--- src/rtl/pipe_hazard_ctrl_pkg.sv ---
// rtl/pipe_hazard_ctrl_pkg.sv - shared state encodings and widths for the hazard controller
package pipe_hazard_ctrl_pkg;

  localparam int HZ_CNT_W = 32;
  localparam int HZ_REG_W = 5;

  typedef enum logic [1:0] {
    HZ_ST_RUN   = 2'd0,
    HZ_ST_FLUSH = 2'd1,
    HZ_ST_DIV   = 2'd2
  } hz_state_e;

endpackage

--- src/rtl/pipe_hazard_ctrl_if.sv ---
// rtl/pipe_hazard_ctrl_if.sv - pipeline-status inputs and stall/flush outputs of the hazard controller
interface pipe_hazard_ctrl_if
  import pipe_hazard_ctrl_pkg::*;
#(
  parameter int CNT_W = HZ_CNT_W
);

  logic                ds_valid;
  logic [HZ_REG_W-1:0] ds_rs1;
  logic [HZ_REG_W-1:0] ds_rs2;
  logic                ds_rs1_en;
  logic                ds_rs2_en;
  logic                es_valid;
  logic                es_gr_we;
  logic [HZ_REG_W-1:0] es_dest;
  logic                es_is_load;
  logic                es_br_taken;
  logic                es_div_start;
  logic                div_done;
  logic                ms_valid;
  logic                ms_is_load;
  logic                ms_data_ok;
  logic                halt_req;

  logic fs_stall, ds_stall, es_stall, ms_stall, ws_stall;
  logic fs_flush, ds_flush, es_flush, ms_flush, ws_flush;
  logic [CNT_W-1:0]    perf_stall_cyc;
  logic [CNT_W-1:0]    perf_flush_evt;
  logic                div_timeout;

  modport master (
    output ds_valid, ds_rs1, ds_rs2, ds_rs1_en, ds_rs2_en,
    output es_valid, es_gr_we, es_dest, es_is_load, es_br_taken, es_div_start, div_done,
    output ms_valid, ms_is_load, ms_data_ok, halt_req,
    input  fs_stall, ds_stall, es_stall, ms_stall, ws_stall,
    input  fs_flush, ds_flush, es_flush, ms_flush, ws_flush,
    input  perf_stall_cyc, perf_flush_evt, div_timeout
  );

  modport slave (
    input  ds_valid, ds_rs1, ds_rs2, ds_rs1_en, ds_rs2_en,
    input  es_valid, es_gr_we, es_dest, es_is_load, es_br_taken, es_div_start, div_done,
    input  ms_valid, ms_is_load, ms_data_ok, halt_req,
    output fs_stall, ds_stall, es_stall, ms_stall, ws_stall,
    output fs_flush, ds_flush, es_flush, ms_flush, ws_flush,
    output perf_stall_cyc, perf_flush_evt, div_timeout
  );

endinterface

--- src/rtl/pipe_hazard_ctrl_raw_cmp.sv ---
// rtl/pipe_hazard_ctrl_raw_cmp.sv - one ID source register against the EX destination
module hz_raw_cmp
  import pipe_hazard_ctrl_pkg::*;
(
  input  logic                en_i,
  input  logic [HZ_REG_W-1:0] src_i,
  input  logic [HZ_REG_W-1:0] dest_i,
  input  logic                dest_we_i,
  input  logic                dest_nz_i,
  output logic                match_o
);

  assign match_o = en_i & dest_we_i & dest_nz_i & (src_i == dest_i);

endmodule

--- src/rtl/pipe_hazard_ctrl.sv ---
// rtl/pipe_hazard_ctrl.sv - stall/flush scheduler for the 5-stage pipeline with perf counters
module pipe_hazard_ctrl
  import pipe_hazard_ctrl_pkg::*;
#(
  parameter int FLUSH_EXTRA = 1,
  parameter int DIV_MAX     = 40,
  parameter int CNT_W       = HZ_CNT_W
) (
  input  logic             clk,
  input  logic             resetn,
  pipe_hazard_ctrl_if.slave hz
);

  localparam int FW = (FLUSH_EXTRA > 0) ? $clog2(FLUSH_EXTRA + 1) : 1;
  localparam int DW = (DIV_MAX > 0) ? $clog2(DIV_MAX + 1) : 1;

  hz_state_e        state_q, state_d;
  logic [FW-1:0]    fcnt_q, fcnt_d;
  logic [DW-1:0]    dcnt_q, dcnt_d;
  logic             tmo_q, tmo_d;
  logic [CNT_W-1:0] stall_cnt_q, stall_cnt_d;
  logic [CNT_W-1:0] flush_cnt_q, flush_cnt_d;

  logic dest_nz, rs1_hit, rs2_hit;
  logic load_use, mem_wait, div_wait, br_fire;
  logic fs_stall_c, ds_stall_c, es_stall_c, ms_stall_c;
  logic fs_flush_c, ds_flush_c;

  assign dest_nz = (hz.es_dest != '0);

  hz_raw_cmp u_cmp_rs1 (
    .en_i(hz.ds_rs1_en), .src_i(hz.ds_rs1), .dest_i(hz.es_dest),
    .dest_we_i(hz.es_gr_we), .dest_nz_i(dest_nz), .match_o(rs1_hit)
  );

  hz_raw_cmp u_cmp_rs2 (
    .en_i(hz.ds_rs2_en), .src_i(hz.ds_rs2), .dest_i(hz.es_dest),
    .dest_we_i(hz.es_gr_we), .dest_nz_i(dest_nz), .match_o(rs2_hit)
  );

  assign load_use = hz.ds_valid & hz.es_valid & hz.es_is_load & (rs1_hit | rs2_hit);
  assign mem_wait = hz.ms_valid & hz.ms_is_load & ~hz.ms_data_ok;
  assign div_wait = (state_q == HZ_ST_DIV) & ~hz.div_done;

  assign es_stall_c = mem_wait | div_wait | hz.halt_req;
  assign ms_stall_c = mem_wait | hz.halt_req;
  assign br_fire    = hz.es_valid & hz.es_br_taken & ~es_stall_c;

  // A flushed stage must not also hold, otherwise the killed instruction would linger.
  assign fs_flush_c = br_fire | (state_q == HZ_ST_FLUSH);
  assign ds_flush_c = br_fire;
  assign fs_stall_c = (load_use | es_stall_c) & ~fs_flush_c;
  assign ds_stall_c = (load_use | es_stall_c) & ~ds_flush_c;

  assign hz.fs_stall = resetn & fs_stall_c;
  assign hz.ds_stall = resetn & ds_stall_c;
  assign hz.es_stall = resetn & es_stall_c;
  assign hz.ms_stall = resetn & ms_stall_c;
  assign hz.ws_stall = resetn & hz.halt_req;
  assign hz.fs_flush = resetn & fs_flush_c;
  assign hz.ds_flush = resetn & ds_flush_c;
  assign hz.es_flush = 1'b0;
  assign hz.ms_flush = 1'b0;
  assign hz.ws_flush = 1'b0;

  assign hz.perf_stall_cyc = stall_cnt_q;
  assign hz.perf_flush_evt = flush_cnt_q;
  assign hz.div_timeout    = tmo_q;

  always_comb begin
    state_d     = state_q;
    fcnt_d      = fcnt_q;
    dcnt_d      = dcnt_q;
    tmo_d       = tmo_q;
    stall_cnt_d = stall_cnt_q + CNT_W'(ds_stall_c);
    flush_cnt_d = flush_cnt_q + CNT_W'(br_fire);
    if (!hz.halt_req) begin
      unique case (state_q)
        HZ_ST_RUN: begin
          if (hz.es_div_start && hz.es_valid) begin
            state_d = HZ_ST_DIV;
            dcnt_d  = '0;
          end else if (br_fire && (FLUSH_EXTRA > 0)) begin
            state_d = HZ_ST_FLUSH;
            fcnt_d  = FW'(FLUSH_EXTRA);
          end
        end
        HZ_ST_FLUSH: begin
          if (br_fire) begin
            fcnt_d = FW'(FLUSH_EXTRA);
          end else if (fcnt_q == FW'(1)) begin
            state_d = HZ_ST_RUN;
          end else begin
            fcnt_d = fcnt_q - FW'(1);
          end
        end
        HZ_ST_DIV: begin
          if (hz.div_done) begin
            state_d = HZ_ST_RUN;
            dcnt_d  = '0;
          end else if (dcnt_q == DW'(DIV_MAX)) begin
            tmo_d = 1'b1;
          end else begin
            dcnt_d = dcnt_q + DW'(1);
          end
        end
        default: state_d = HZ_ST_RUN;
      endcase
    end
  end

  always_ff @(posedge clk or negedge resetn) begin
    if (!resetn) begin
      state_q     <= HZ_ST_RUN;
      fcnt_q      <= '0;
      dcnt_q      <= '0;
      tmo_q       <= 1'b0;
      stall_cnt_q <= '0;
      flush_cnt_q <= '0;
    end else begin
      state_q     <= state_d;
      fcnt_q      <= fcnt_d;
      dcnt_q      <= dcnt_d;
      tmo_q       <= tmo_d;
      stall_cnt_q <= stall_cnt_d;
      flush_cnt_q <= flush_cnt_d;
    end
  end

endmodule

--- src/flat_wrapper.sv ---
// flat-port wrapper written by rule: the top's interface ports become plain ports
module pipe_hazard_ctrl_flat import pipe_hazard_ctrl_pkg::*;
#(
  parameter int FLUSH_EXTRA = 1,
  parameter int DIV_MAX     = 40,
  parameter int CNT_W       = HZ_CNT_W
)
  (clk, resetn, hz_ds_valid, hz_ds_rs1, hz_ds_rs2, hz_ds_rs1_en, hz_ds_rs2_en, hz_es_valid, hz_es_gr_we, hz_es_dest, hz_es_is_load, hz_es_br_taken, hz_es_div_start, hz_div_done, hz_ms_valid, hz_ms_is_load, hz_ms_data_ok, hz_halt_req, hz_fs_stall, hz_ds_stall, hz_es_stall, hz_ms_stall, hz_ws_stall, hz_fs_flush, hz_ds_flush, hz_es_flush, hz_ms_flush, hz_ws_flush, hz_perf_stall_cyc, hz_perf_flush_evt, hz_div_timeout);
  pipe_hazard_ctrl_if #(.CNT_W(CNT_W)) hz_i ();
  input  logic clk;
  input  logic resetn;
  input wire logic [$bits(hz_i.ds_valid)-1:0] hz_ds_valid;
  input wire logic [$bits(hz_i.ds_rs1)-1:0] hz_ds_rs1;
  input wire logic [$bits(hz_i.ds_rs2)-1:0] hz_ds_rs2;
  input wire logic [$bits(hz_i.ds_rs1_en)-1:0] hz_ds_rs1_en;
  input wire logic [$bits(hz_i.ds_rs2_en)-1:0] hz_ds_rs2_en;
  input wire logic [$bits(hz_i.es_valid)-1:0] hz_es_valid;
  input wire logic [$bits(hz_i.es_gr_we)-1:0] hz_es_gr_we;
  input wire logic [$bits(hz_i.es_dest)-1:0] hz_es_dest;
  input wire logic [$bits(hz_i.es_is_load)-1:0] hz_es_is_load;
  input wire logic [$bits(hz_i.es_br_taken)-1:0] hz_es_br_taken;
  input wire logic [$bits(hz_i.es_div_start)-1:0] hz_es_div_start;
  input wire logic [$bits(hz_i.div_done)-1:0] hz_div_done;
  input wire logic [$bits(hz_i.ms_valid)-1:0] hz_ms_valid;
  input wire logic [$bits(hz_i.ms_is_load)-1:0] hz_ms_is_load;
  input wire logic [$bits(hz_i.ms_data_ok)-1:0] hz_ms_data_ok;
  input wire logic [$bits(hz_i.halt_req)-1:0] hz_halt_req;
  output wire logic [$bits(hz_i.fs_stall)-1:0] hz_fs_stall;
  output wire logic [$bits(hz_i.ds_stall)-1:0] hz_ds_stall;
  output wire logic [$bits(hz_i.es_stall)-1:0] hz_es_stall;
  output wire logic [$bits(hz_i.ms_stall)-1:0] hz_ms_stall;
  output wire logic [$bits(hz_i.ws_stall)-1:0] hz_ws_stall;
  output wire logic [$bits(hz_i.fs_flush)-1:0] hz_fs_flush;
  output wire logic [$bits(hz_i.ds_flush)-1:0] hz_ds_flush;
  output wire logic [$bits(hz_i.es_flush)-1:0] hz_es_flush;
  output wire logic [$bits(hz_i.ms_flush)-1:0] hz_ms_flush;
  output wire logic [$bits(hz_i.ws_flush)-1:0] hz_ws_flush;
  output wire logic [$bits(hz_i.perf_stall_cyc)-1:0] hz_perf_stall_cyc;
  output wire logic [$bits(hz_i.perf_flush_evt)-1:0] hz_perf_flush_evt;
  output wire logic [$bits(hz_i.div_timeout)-1:0] hz_div_timeout;
  assign hz_i.ds_valid = hz_ds_valid;
  assign hz_i.ds_rs1 = hz_ds_rs1;
  assign hz_i.ds_rs2 = hz_ds_rs2;
  assign hz_i.ds_rs1_en = hz_ds_rs1_en;
  assign hz_i.ds_rs2_en = hz_ds_rs2_en;
  assign hz_i.es_valid = hz_es_valid;
  assign hz_i.es_gr_we = hz_es_gr_we;
  assign hz_i.es_dest = hz_es_dest;
  assign hz_i.es_is_load = hz_es_is_load;
  assign hz_i.es_br_taken = hz_es_br_taken;
  assign hz_i.es_div_start = hz_es_div_start;
  assign hz_i.div_done = hz_div_done;
  assign hz_i.ms_valid = hz_ms_valid;
  assign hz_i.ms_is_load = hz_ms_is_load;
  assign hz_i.ms_data_ok = hz_ms_data_ok;
  assign hz_i.halt_req = hz_halt_req;
  assign hz_fs_stall = hz_i.fs_stall;
  assign hz_ds_stall = hz_i.ds_stall;
  assign hz_es_stall = hz_i.es_stall;
  assign hz_ms_stall = hz_i.ms_stall;
  assign hz_ws_stall = hz_i.ws_stall;
  assign hz_fs_flush = hz_i.fs_flush;
  assign hz_ds_flush = hz_i.ds_flush;
  assign hz_es_flush = hz_i.es_flush;
  assign hz_ms_flush = hz_i.ms_flush;
  assign hz_ws_flush = hz_i.ws_flush;
  assign hz_perf_stall_cyc = hz_i.perf_stall_cyc;
  assign hz_perf_flush_evt = hz_i.perf_flush_evt;
  assign hz_div_timeout = hz_i.div_timeout;
  pipe_hazard_ctrl #(.FLUSH_EXTRA(FLUSH_EXTRA), .DIV_MAX(DIV_MAX), .CNT_W(CNT_W)) u_core (.clk(clk), .resetn(resetn), .hz(hz_i));
endmodule
--- config.mk ---
export PLATFORM = sky130hd
export DESIGN_NAME = pipe_hazard_ctrl_flat
export DESIGN_NICKNAME = d
export VERILOG_FILES = /design/src/rtl/pipe_hazard_ctrl_pkg.sv /design/src/rtl/pipe_hazard_ctrl_if.sv /design/src/rtl/pipe_hazard_ctrl_raw_cmp.sv /design/src/rtl/pipe_hazard_ctrl.sv /design/src/flat_wrapper.sv
export SDC_FILE = /design/constraint.sdc
export NUM_CORES = 1
export LEC_CHECK = 0
export ABC_CLOCK_PERIOD_IN_PS = 6400
export CAP_MARGIN = 20
export CORE_MARGIN = 2
export CORE_UTILIZATION = 40
export CTS_BUF_LIST = sky130_fd_sc_hd__clkbuf_16
export DETAILED_ROUTE_END_ITERATION = 16
export PLACE_DENSITY = 0.69
export SLEW_MARGIN = 5
export SYNTH_ARGS = -nofsm -noshare
export SYNTH_HDL_FRONTEND = slang
export SYNTH_HIERARCHICAL = 1
export SYNTH_SLANG_ARGS = --single-unit
--- constraint.sdc ---
create_clock -name clk -period 6.4 [get_ports clk]
set_input_delay 1.28 -clock clk [delete_from_list [all_inputs] [get_ports clk]]
set_output_delay 1.28 -clock clk [all_outputs]
set_load 0.1 [all_outputs]
==> results of run 1 <==
==> worst paths after layout <==
kind / start / slack, ns / endpoint
setup / recovery: hz_halt_req / 1.36 / hz_ds_flush
hold / removal: u_core/hz.perf_flush_evt[31] / 0.46 / u_core/hz.perf_flush_evt[31]
setup reg to reg: u_core/state_q[1] / 3.56 / u_core/hz.perf_flush_evt[28]
hold reg to reg: u_core/hz.perf_flush_evt[31] / 0.46 / u_core/hz.perf_flush_evt[31]
max in group asynchronous: resetn / 4.53 / u_core/hz.perf_stall_cyc[10]
min in group asynchronous: resetn / 0.86 / u_core/hz.perf_stall_cyc[3]
==> stage by stage <==
step / setup slack [ns] / utilization [%]
after floorplan: 2.062 / -
after global placement: 1.375 / 53.23
final: 1.365 / 55.99
after global routing: 1.218 / 55.99
after detailed placement: 1.386 / 53.23
after CTS: 1.377 / 55.99
==> Yosys cell counts <==
master	n	area share [%]
and4b_1	1	0.27
nor4_4	3	1.7
buf_4	3	0.60
clkbuf_1	2	0.20
xnor2_1	46	11
o21a_1	2	0.40
or3b_1	2	0.47
nor4b_1	2	0.47
nor2b_1	2	0.33
nor4_1	2	0.33
nand2_1	24	2.4
xor2_1	24	5.6
a221o_1	1	0.27
or4_1	1	0.20
nand4_2	1	0.33
nand2b_1	1	0.17
nor3_1	5	0.67
o21ai_1	2	0.27
nor2_1	12	1.2
or4_4	1	0.30
a21oi_1	1	0.13
nand4b_1	1	0.23
conb_1	1	0.10
nand4_1	17	2.8
nor3b_1	1	0.20
a31o_2	1	0.23
nand3_1	33	4.4
o31ai_1	3	0.60
dfrtp_1	74	49
o21ai_0	6	0.80
nor4_2	7	2.3
or2_1	2	0.33
buf_2	1	0.13
and2_1	5	0.83
and4_1	10	2.3
and3b_1	2	0.47
ha_1	7	2.3
a211o_1	1	0.23
inv_1	8	0.80
a32oi_1	1	0.23
nor3_2	5	1.3
and3_1	11	1.8
nand4_4	1	0.57
a31oi_1	1	0.17
o21bai_1	1	0.20
==> critical path, stage by stage <==
cell and delay [ns]:
clkdlybuf4s50_1 0.59, nor4_1 0.55, and2_1 0.20, clkdlybuf4s50_1 1.13
==> cells in the final DEF, fill, tap and decap left out, types with 2 or more instances in the layout <==
| cell | n |
|---|---|
| nand2_1 | 24 |
| o21a_1 | 2 |
| and3_1 | 11 |
| nor4_4 | 3 |
| and4_1 | 10 |
| nand4_1 | 17 |
| nor2b_1 | 2 |
| inv_1 | 10 |
| o21ai_0 | 6 |
| and3b_1 | 2 |
| clkinv_2 | 4 |
| ha_1 | 7 |
| nor4_1 | 2 |
| or2_1 | 2 |
| buf_4 | 4 |
| dfrtp_1 | 74 |
| nor2_1 | 12 |
| o21ai_1 | 2 |
| and2_1 | 5 |
| nor4_2 | 7 |
| clkdlybuf4s50_1 | 98 |
| xnor2_1 | 46 |
| nand3_1 | 33 |
| conb_1 | 3 |
| nor3_2 | 5 |
| nor3_1 | 5 |
| nor4b_1 | 2 |
| clkbuf_16 | 9 |
| xor2_1 | 24 |
| o31ai_1 | 3 |
| or3b_1 | 2 |
==> power groups by stage <==
stage / Clock (uW) / Sequential (uW) / Combinational [uW]
after CTS: 445 / 574 / 512
after detailed placement: 0 / 580 / 509
after global routing: 466 / 583 / 534
after global placement: 0 / 578 / 507
after floorplan: 0 / 809 / 132
final: 433 / 574 / 508
==> sequential cells by signal, summed over array words and instances, names as in the netlist <==
signal and count:
u_core/dcnt_q 6, u_core/hz.perf_flush_evt 32, u_core/hz.div_timeout 1, u_core/hz.perf_stall_cyc 32, u_core/fcnt_q 1, u_core/state_q 2
==> logic make-up after synthesis <==
| group | Yosys count | share of synthesized area (%) |
|---|---|---|
| simple gates | 152 | 26.56 |
| flops | 74 | 49.38 |
| xor+xnor | 70 | 16.35 |
| compound gates | 20 | 3.537 |
| buf+inv | 14 | 1.735 |
| fa+ha+maj | 7 | 2.336 |
| other cells | 1 | 0.1000 |
==> cell type report <==
cell class / instances / area, um2
fill: 806 / 4028
sequential: 74 / 1852
multi-input combinational: 252 / 1841
timing repair buffer: 102 / 1011
clock buffer: 9 / 225.2
tap: 111 / 138.9
inverter: 8 / 30.03
clock inverter: 6 / 27.53
==> routing by layer <==
metal | global-route usage [%] | vias up
met5 | 0 | -
met1 | 23.93 | 1425
li1 | - | 1421
met3 | 4.716 | 4
met4 | 6.217 | 0
met2 | 26.67 | 85
==> out/results.ini, run 1 <==
[critical_path]
cp.arrival_ns = 3.76
r2r_cells = 8
endpoint_kind = output port
crit_path_max_fanout = 12
crit_type = primary input to output port
crit_path_start_kind = primary input
critPathRequiredTime_ns = 5.12

[cts]
cts_htree_levels = 3
ctsResizeCount = 0
cts_hold_buf = 0
root_buffer = clkbuf_16
tritoncts = yes
cts_buffer_depth = 2
cts_sinks = 74
path_clk_slew_ns = 0.05
cts_buffers = 9
post_cts.repair.setup_buffers = 0
insertion_delay_ns = 0.32

[global_route]
antenna_found_initial = 0
grt_pass1_vias = 2916
grt_pass1_wl_um = 14070
grt_max_degree = 58
overflow = 0
grtUsageTotal_pct = 17.46

[synth]
ys_seq_elements = 74
syn_inst = 338
ys_types = 45
yosys_warnings = 6
avgSynthCellArea_um2 = 11.09
synth_seq_area_share_pct = 49.38
syn_area_um2 = 3750

[power]
p_sw_share_pct = 41.02
netSwitchingPower_uw = 621.3
p_int_uw = 893.4
clkPwrFrac_pct = 28.6
p_comb_share_pct = 33.5
vdd_ir_drop_max_v = 0.0003288
total_power_uw = 1515
power_density_nw_per_um2 = 295.6
power.leakage_uw = 0.002226
pwr-share-seq_pct = 37.9

[drt]
first_pass_iters = 5
drt_iter0_drc = 83
drc = 0
wl_met1_um = 3907
routed_wl_um = 8584
vias_per_cell = 5.222
postRouteAntennaNets = 0
wl_met3_um = 533
vias = 2935
routed.top_layer = met4
wl_per_cell_um = 15.27
dr_wl_met2_um = 4056

[placement]
dp_cells = 547
place_hpwl_um = 6252
port_buffers = 101
gp_congestion = 0.8341
placed_cell_area_um2 = 4872

[floorplanning]
die_width_um = 100.8
dieArea_um2 = 10160
core_um2 = 9153
ios = 105
initial_utilization_pct = 40.97
row_count = 35
die_y_um = 100.8

[sta]
drv_slew = 0
hold_viol_final = 0
min_period_ns = 5.035
slew_headroom_pct = 32.03
rsz0062_at_grt = false
skew_ns = 0.003630
fmax_ghz = 0.1986
fin_crit_sh_pct = 78.68
setup_viol = 0
setup_tns_ns = 0
worstMarginPinSlew_ns = 1.016
whs_ns = 0.4632

[flow_run]
drv_cap = 0

[hold_path]
whs_path_depth = 1
min_path_type = flip-flop to flip-flop

[finish]
final_cell_area_um2 = 5125
fin_cells = 562
syn2layout_area_growth_pct = 36.67
diodes = 0
nNetsFinal = 484
drive_gt1_share_pct = 7.982

[status]
status = finished clean

Note: power is estimated with default switching activity, not from simulation.
==> inputs of run 2 (changes only) <==
ABC_CLOCK_PERIOD_IN_PS = 4700   (was 6400)
clock period = 4.7 ns   (was 6.4 ns; I/O delays follow)
==> run 2 against run 1 <==
Via count increased by 1.0%; setup slack got worse by 0.61 ns; clock power increased by 54%.
==> out/results.ini, run 2 (same netlist as run 1, synthesis figures left out) <==
[cts]
post_cts.repair.setup_buffers = 0  ; unchanged
tritoncts = yes
cts_buffers = 9  ; unchanged
cts_buffer_depth = 2  ; unchanged
cts_hold_buf = 0  ; unchanged
cts_htree_levels = 3  ; unchanged
path_clk_slew_ns = 0.05  ; about the same
root_buffer = clkbuf_16
ctsResizeCount = 0  ; unchanged
insertion_delay_ns = 0.33  ; about the same
cts_sinks = 74  ; unchanged

[sta]
slew_headroom_pct = 32.40  ; +0.37 points
rsz0062_at_grt = false
setup_tns_ns = 0  ; unchanged
min_period_ns = 3.949
skew_ns = 0.01089  ; +0.007260 ns
worstMarginPinSlew_ns = 1.011  ; -0.005608 ns
hold_viol_final = 0  ; unchanged
fmax_ghz = 0.2532
fin_crit_sh_pct = 84.03
drv_slew = 0  ; unchanged
setup_viol = 0  ; unchanged

[status]
status = finished clean

[critical_path]
endpoint_kind = output port
reg2reg_slack_ns = 1.88  ; -1.68 ns
crit_slowest_cell = clkdlybuf4s50_1
critPathMaxStageDelay_ns = 0.48  ; -0.65 ns
cp.arrival_ns = 3.01  ; -0.75 ns
crit_chain = clkdlybuf4s50_1 > xnor2_1 > nand4_1 > nor3_2 > nor2_1 > o21ai_0 > and3b_1 > buf_4
crit_path_start_kind = primary input
crit_path_max_fanout = 4  ; -8
r2r_cells = 8  ; unchanged
critPathRequiredTime_ns = 3.76  ; -1.36 ns
crit_type = primary input to output port

[drt]
postRouteAntennaNets = 0  ; unchanged
drt_iter0_drc = 100  ; +20%
vias_per_cell = 5.266  ; +0.84%
routed_wl_um = 8478  ; -1.2%
drc = 0  ; unchanged
first_pass_iters = 4  ; -1
vias = 2965  ; +1.0%
wl_per_cell_um = 15.06  ; -1.4%

[global_route]
overflow = 0  ; unchanged
grt_pass1_wl_um = 13940  ; -0.89%
grt_max_degree = 71  ; +22%
grtUsageTotal_pct = 17.38  ; -0.083 points
grt_pass1_vias = 2910  ; -0.21%
antenna_found_initial = 0  ; unchanged

[placement]
place_hpwl_um = 6339  ; +1.4%
port_buffers = 101  ; unchanged
gp_congestion = 0.7791  ; -6.6%

[finish]
nNetsFinal = 484  ; unchanged
finish.utilization_pct = 56.31  ; +0.31 points
syn2layout_area_growth_pct = 37.44
layout_commonest_cell = clkdlybuf4s50_1
final_cell_mix = clkdlybuf4s50_1, dfrtp_1, xnor2_1, nand3_1
diodes = 0  ; unchanged
drive_gt1_share_pct = 9.513  ; +1.5 points

[hold_path]
min_path_type = primary input to asynchronous set/reset pin

[floorplanning]
ios = 105  ; unchanged
initial_utilization_pct = 40.97  ; unchanged
die_y_um = 100.8  ; unchanged
die_width_um = 100.8  ; unchanged
core_um2 = 9153  ; unchanged
dieArea_um2 = 10160  ; unchanged
row_count = 35  ; unchanged

[power]
vdd_ir_drop_max_v = 0.0004590  ; +40%
total_power_uw = 2137  ; +41%
power.leakage_uw = 0.002240  ; +0.63%
power_density_nw_per_um2 = 414.7  ; +40%

[flow_run]
drv_cap = 0  ; unchanged

run 2: cell count changes in the layout (fill, tap and decap cells not counted):
| cell | before | now |
|---|---|---|
| clkinv_2 | 4 | 2 |
| clkdlybuf4s50_1 | 98 | 93 |
| buf_4 | 4 | 9 |
| inv_6 | 0 | 1 |
| clkinv_1 | 0 | 1 |
| clkinvlp_4 | 0 | 1 |
| clkinv_4 | 0 | 1 |
| bufinv_16 | 0 | 1 |
| inv_1 | 10 | 8 |
run 2: final timing paths:
check                                      start                           end
max                                hz_es_dest[0]                   hz_fs_stall
min                                       resetn   u_core/hz.perf_stall_cyc[1]
max reg2reg                    u_core/state_q[1]  u_core/hz.perf_flush_evt[28]
min reg2reg                u_core/hz.div_timeout         u_core/hz.div_timeout
max in group asynchronous                 resetn   u_core/hz.perf_flush_evt[1]
min in group clk           u_core/hz.div_timeout         u_core/hz.div_timeout
run 2: per-stage QoR:
stage / worst slack [ns] / instances / area (um2) / hold slack [ns]
2_1_floorplan: 1.042 / 340 / 3757 / 0.4406
3_3_place_gp: 0.9185 / 547 / 4860 / 0.4571
3_5_place_dp: 0.7829 / 547 / 4860 / 0.4591
4_1_cts: 0.7742 / 563 / 5154 / 0.4387
5_1_grt: 0.6984 / 563 / 5154 / 0.4431
6_report: 0.7506 / 563 / 5154 / 0.4493
run 2: report_power, final:
part	leakage [uW]	switching, uW	total, uW	internal (uW)
Combinational	0.00111	516	689	173
Sequential	0.000986	83.9	780	696
Clock	0.000143	259	668	410
Total	0.00224	858	2140	1280
run 2: cell type report:
class,instances,area (um2)
fill,799,3999
sequential,74,1852
multi-input combinational,252,1841
timing repair buffer,102,998.5
clock buffer,9,225.2
tap,111,138.9
clock inverter,7,68.82
inverter,8,30.03
run 2: worst max-delay path: cells and delay by family:
kind	cells	cell delay [ns]
buf+inv	2	0.77
simple gates	4	0.65
xor+xnor	1	0.23
compound gates	1	0.43
run 2: per-layer routing:
metal  vias to the layer above  GRT usage (%)  share of wire [%]
met2                        79          27.95                 48
met5                         -              0                  0
met4                         0          7.587                1.8
li1                       1430              -                  -
met1                      1443          22.34                 45
met3                        13          4.161                5.5
